## src/rtl/mux_arbiter.sv

```systemverilog
`default_nettype none
// ============================================================================
// Module      : mux_arbiter
// Description : Two-requester round-robin arbiter that drives the select of a
//               shared 2:1 data mux and moves granted beats into a registered
//               valid/ready output stage. Grants are limited to BURST beats
//               before re-arbitration is forced.
// Revision    : 1.0 - initial release
// ============================================================================
module mux_arbiter #(
  parameter int WIDTH = 32,
  parameter int BURST = 4
) (
  input  logic             clk,
  input  logic             rst,
  input  logic             req_a,
  input  logic [WIDTH-1:0] data_a,
  output logic             ready_a,
  input  logic             req_b,
  input  logic [WIDTH-1:0] data_b,
  output logic             ready_b,
  output logic             ctrl,
  output logic             owner_vld,
  output logic [WIDTH-1:0] out_data,
  output logic             out_valid,
  input  logic             out_ready
);

  // Beat counter only ever reaches BURST-1; the extra bit keeps BURST=1 legal.
  localparam int CNT_W = $clog2(BURST) + 1;
  localparam logic [CNT_W-1:0] C_CNT_LAST = CNT_W'(BURST - 1);
  localparam logic [CNT_W-1:0] C_CNT_ONE  = CNT_W'(1);

  typedef enum logic [1:0] {
    ST_IDLE    = 2'd0,
    ST_GRANT_A = 2'd1,
    ST_GRANT_B = 2'd2
  } state_t;

  state_t           state_q, state_d;
  logic [CNT_W-1:0] cnt_q, cnt_d;
  // Side that last held the grant: 0 = A, 1 = B.
  logic             last_q, last_d;
  logic [WIDTH-1:0] out_data_q, out_data_d;
  logic             out_valid_q, out_valid_d;

  logic             w_space;
  logic             w_accept_a;
  logic             w_accept_b;
  logic             w_accept;
  logic             w_burst_end;
  logic [WIDTH-1:0] w_mux_data;

  // Output decodes come straight from registered state so the mux select
  // never glitches and has no path from out_ready.
  assign ctrl      = (state_q == ST_GRANT_B);
  assign owner_vld = (state_q == ST_GRANT_A) || (state_q == ST_GRANT_B);
  assign out_data  = out_data_q;
  assign out_valid = out_valid_q;

  // Handshake: a beat may enter the output stage when it is empty or being drained.
  always_comb begin
    w_space     = !out_valid_q || out_ready;
    w_accept_a  = (state_q == ST_GRANT_A) && req_a && w_space;
    w_accept_b  = (state_q == ST_GRANT_B) && req_b && w_space;
    w_accept    = w_accept_a || w_accept_b;
    w_burst_end = (cnt_q == C_CNT_LAST);
    w_mux_data  = ctrl ? data_b : data_a;
    ready_a     = w_accept_a;
    ready_b     = w_accept_b;
  end

  // Arbitration FSM: next state, burst counter and round-robin pointer.
  always_comb begin
    state_d = state_q;
    cnt_d   = cnt_q;
    last_d  = last_q;
    case (state_q)
      ST_IDLE: begin
        if (req_a && req_b) begin
          state_d = last_q ? ST_GRANT_A : ST_GRANT_B;
        end else if (req_a) begin
          state_d = ST_GRANT_A;
        end else if (req_b) begin
          state_d = ST_GRANT_B;
        end
      end
      ST_GRANT_A: begin
        if (w_accept_a) begin
          cnt_d = cnt_q + C_CNT_ONE;
        end
        if (!req_a || (w_accept_a && w_burst_end)) begin
          cnt_d  = '0;
          last_d = 1'b0;
          if (req_b) begin
            state_d = ST_GRANT_B;
          end else if (req_a) begin
            state_d = ST_GRANT_A;
          end else begin
            state_d = ST_IDLE;
          end
        end
      end
      ST_GRANT_B: begin
        if (w_accept_b) begin
          cnt_d = cnt_q + C_CNT_ONE;
        end
        if (!req_b || (w_accept_b && w_burst_end)) begin
          cnt_d  = '0;
          last_d = 1'b1;
          if (req_a) begin
            state_d = ST_GRANT_A;
          end else if (req_b) begin
            state_d = ST_GRANT_B;
          end else begin
            state_d = ST_IDLE;
          end
        end
      end
      default: begin
        state_d = ST_IDLE;
        cnt_d   = '0;
      end
    endcase
  end

  // Output stage: load on accept, otherwise drain when the consumer takes it.
  always_comb begin
    out_data_d  = out_data_q;
    out_valid_d = out_valid_q;
    if (w_accept) begin
      out_data_d  = w_mux_data;
      out_valid_d = 1'b1;
    end else if (out_ready) begin
      out_valid_d = 1'b0;
    end
  end

  // State registers; reset leaves B as last owner so A wins the first tie.
  always_ff @(posedge clk) begin
    if (rst) begin
      state_q     <= ST_IDLE;
      cnt_q       <= '0;
      last_q      <= 1'b1;
      out_data_q  <= '0;
      out_valid_q <= 1'b0;
    end else begin
      state_q     <= state_d;
      cnt_q       <= cnt_d;
      last_q      <= last_d;
      out_data_q  <= out_data_d;
      out_valid_q <= out_valid_d;
    end
  end

endmodule
`default_nettype wire
```

## config.mk

```make
export PLATFORM = sky130hd
export DESIGN_NAME = mux_arbiter
export DESIGN_NICKNAME = d
export VERILOG_FILES = /design/src/rtl/mux_arbiter.sv
export SDC_FILE = /design/constraint.sdc
export NUM_CORES = 1
export LEC_CHECK = 0
export BUFFER_PORTS_ARGS = -buffer_cell sky130_fd_sc_hd__clkbuf_2
export CAP_MARGIN = 0
export CORE_AREA = 2 2 69 71
export CTS_CLUSTER_SIZE = 8
export DETAILED_ROUTE_END_ITERATION = 16
export DIE_AREA = 0 0 71 73
export MAX_ROUTING_LAYER = met4
export PLACE_DENSITY = 0.77
export REMOVE_ABC_BUFFERS = 1
export SYNTH_ARGS = -nofsm -noshare
export SYNTH_HDL_FRONTEND = slang
export SYNTH_SLANG_ARGS = --single-unit
```

## constraint.sdc

```tcl
create_clock -name clk -period 2.2 [get_ports clk]
set_input_delay 0.55 -clock clk [delete_from_list [all_inputs] [get_ports clk]]
set_output_delay 0.55 -clock clk [all_outputs]
set_load 0.01 [all_outputs]
```

==> metrics.cfg <==
[synthesis]
synth_top_area_cell=dfxtp_1
synth-simple-area-share=0.1208
synth_mux_area_frac=0.1718
synth-compound-area-share=0.2020
ys_seq_area_frac=0.4188
syn_inst=197
syn_area_um2=1864
synth_area_leaders=dfxtp_1, mux2i_1, a211oi_1
synth_top_cell_area_share=0.4188
yosys_warnings=0
synth-seq-cells=39
synth_xor_area_frac=0
synthAdderAreaFrac=0.04027
synth_top_family_by_area=compound AO/OA/AOI/OAI gates
syn_area_per_cell_um2=9.463
synth_cell_types=28

[clocking]
cts_inserted_buffers=5
postCtsSetupBuffers=0
htreeDepth=2
post_cts_resized=0
hold_buffers=0
clkTransAtPathRegs_ps=70
clockBufferDepth=2
clock-root-buffer=clkbuf_8
cts_tree=yes
numClockSinks=39
insertion_delay_ps=280

[layout]
multi_input_area_um2=1007
drive_gt1_frac=0.4020
final_cell_mix=clkbuf_2, dfxtp_1, nor2_1, mux2i_1, a211oi_1
seqCellArea_um2=780.7
nNetsFinal=375
syn_to_final_growth_pct=36.31
instances_no_fill=355
fillers=422
antennaDiodeCount=0
layout_commonest_cell=clkbuf_2

[global_route]
antenna_found_initial=0
gr-usage-met2=0.2814
grt_max_degree=33
use_met3=0.04420
grt_pass1_vias=1572
grt_pass1_wl_um=6651
grt.total_usage=0.1640
busiest_layer=met2
overflow=0
grt.met1_usage=0.1877

[timing]
rsz0062_at_grt=no
min_period_over_period=0.8425
relSlewSlack=0.7330
slew_violations=0
hold_violations=0
fin_crit_ps=1853
clock.fmax_mhz=539.5
worst_slack_ps=346.6
fin_skew_ps=3.935
worst_slew_pin_slew_ps=399.7
timing.hold.ws_ps=456.3
setup_viol=0

[critical_path]
r2r-end=cnt_q[2]$_SDFFE_PP0P_
path_class=flop to primary output
critPathLaunch=state_q[1]$_SDFFE_PP0P_
crit_required_ps=1650
reg2reg_depth=6
rr_startpoint=state_q[1]$_SDFFE_PP0P_
crit_path_end_kind=primary output
arrival_ps=1300
critPathMaxFanout=5
crit_path_start_kind=flop
r2r_setup_slack_ps=350

[power_and_ir_drop]
power-per-cell-area_nw_per_um2=982.7
p_total_mw=2.497
ir_drop_mv=0.4886
leakage_nw=1.145

[drt]
routedWlPerCell_um=11.68
detail_route.first_pass.iterations=4
drc=0
drt-vias-per-instance=4.935
ant_nets=0
vias=1752
wl_um=4145
drt_iter0_markers=57

[floorplan]
ios=106
start_util=0.4110
die_x_um=71
coreArea_um2=4536
rows=25
die_area_um2=5183
fp.dieH_um=73

[placed_design]
hpwlAfterDp_um=3296
dp_cells=347
dpl_worst_slack_ps=328.2
port-buffer-count=105
place_congestion=0.8836

[worst_hold_path]
holdPathStages=2
holdCritPathClass=flop to flop
min_to=cnt_q[2]$_SDFFE_PP0P_
hold_start=cnt_q[2]$_SDFFE_PP0P_

[outcome]
status=completed

[flow_run]
max_cap_violations=0

per-layer routing:
| metal | share of wire | vias to the layer above | routed length [µm] |
|---|---|---|---|
| met5 | 0 | - | 0 |
| met2 | 0.50 | 53 | 2074 |
| met4 | 0.0055 | 0 | 23 |
| met1 | 0.45 | 766 | 1847 |
| li1 | - | 931 | - |
| met3 | 0.048 | 2 | 200 |
sequential cells by signal (all words and copies together), names as in the netlist:
| register | cells |
|---|---|
| out_valid | 1 |
| state_q | 2 |
| last_q | 1 |
| out_data | 32 |
| cnt_q | 3 |
critical path, cell delays in order, from the launching register on:
cell and delay [ps]:
dfxtp_1 330, inv_1 90, ha_1 290, and3_1 190, clkbuf_2 130
report_power, final:
part	switching [mW]	internal, mW	total [mW]	leakage (nW)
clock	0.221	0.286	0.507	0.0515
sequential	0.0876	0.869	0.956	0.319
combinational	0.569	0.465	1.03	0.775
total	0.878	1.62	2.50	1.14
area by class of cell:
class                   count  area share
clock buffers               8     0.03939
inverters                   4    0.005908
multi-input cells         139      0.3964
flip-flops and latches     39      0.3072
well taps                  54     0.02659
repair buffers            111      0.2245
cell usage after synthesis (all sizes together):
cell     n
or4      1
nand2    4
dfxtp   39
nand3b   2
buf      7
clkbuf   8
o31ai    1
nor3b    1
a21o     1
mux2i   32
o41ai    1
nor2b    1
o21ai    5
o211ai   1
o21bai   1
and3     2
o21a     1
inv      4
a211oi  32
a221o    1
nor2    36
a22oi    1
nand2b   1
ha       6
a21oi    6
or4b     2
logic make-up (layout without fill, tap and decap cells):
| logic type | Yosys count | count (layout) |
|---|---|---|
| multiplexers | 32 | 32 |
| buffers and inverters | 19 | 123 |
| AND/OR/NAND/NOR | 50 | 50 |
| AO/OA/AOI/OAI | 51 | 51 |
| flip-flops | 39 | 39 |
| adder cells (fa/ha/maj) | 6 | 6 |
through the flow:
stage          area, µm²    util  setup TNS (ps)
3_3_place_gp        2441  0.5382               0
6_report            2541  0.5603               0
2_1_floorplan       1793       -          -51140
3_5_place_dp        2441  0.5382               0
4_1_cts             2541  0.5603               0
5_1_grt             2541  0.5603               0
how the worst max path moves through the flow:
stage | end | cells past startpoint
6_report | ready_a | 4
5_1_grt | cnt_q[2]$_SDFFE_PP0P_ | 6
4_1_cts | ready_a | 4
3_5_place_dp | cnt_q[2]$_SDFFE_PP0P_ | 5
3_3_place_gp | cnt_q[2]$_SDFFE_PP0P_ | 5
2_1_floorplan | out_data[0]$_SDFFE_PP0P_ | 6
No activity file was read; power rests on OpenSTA's default activity.
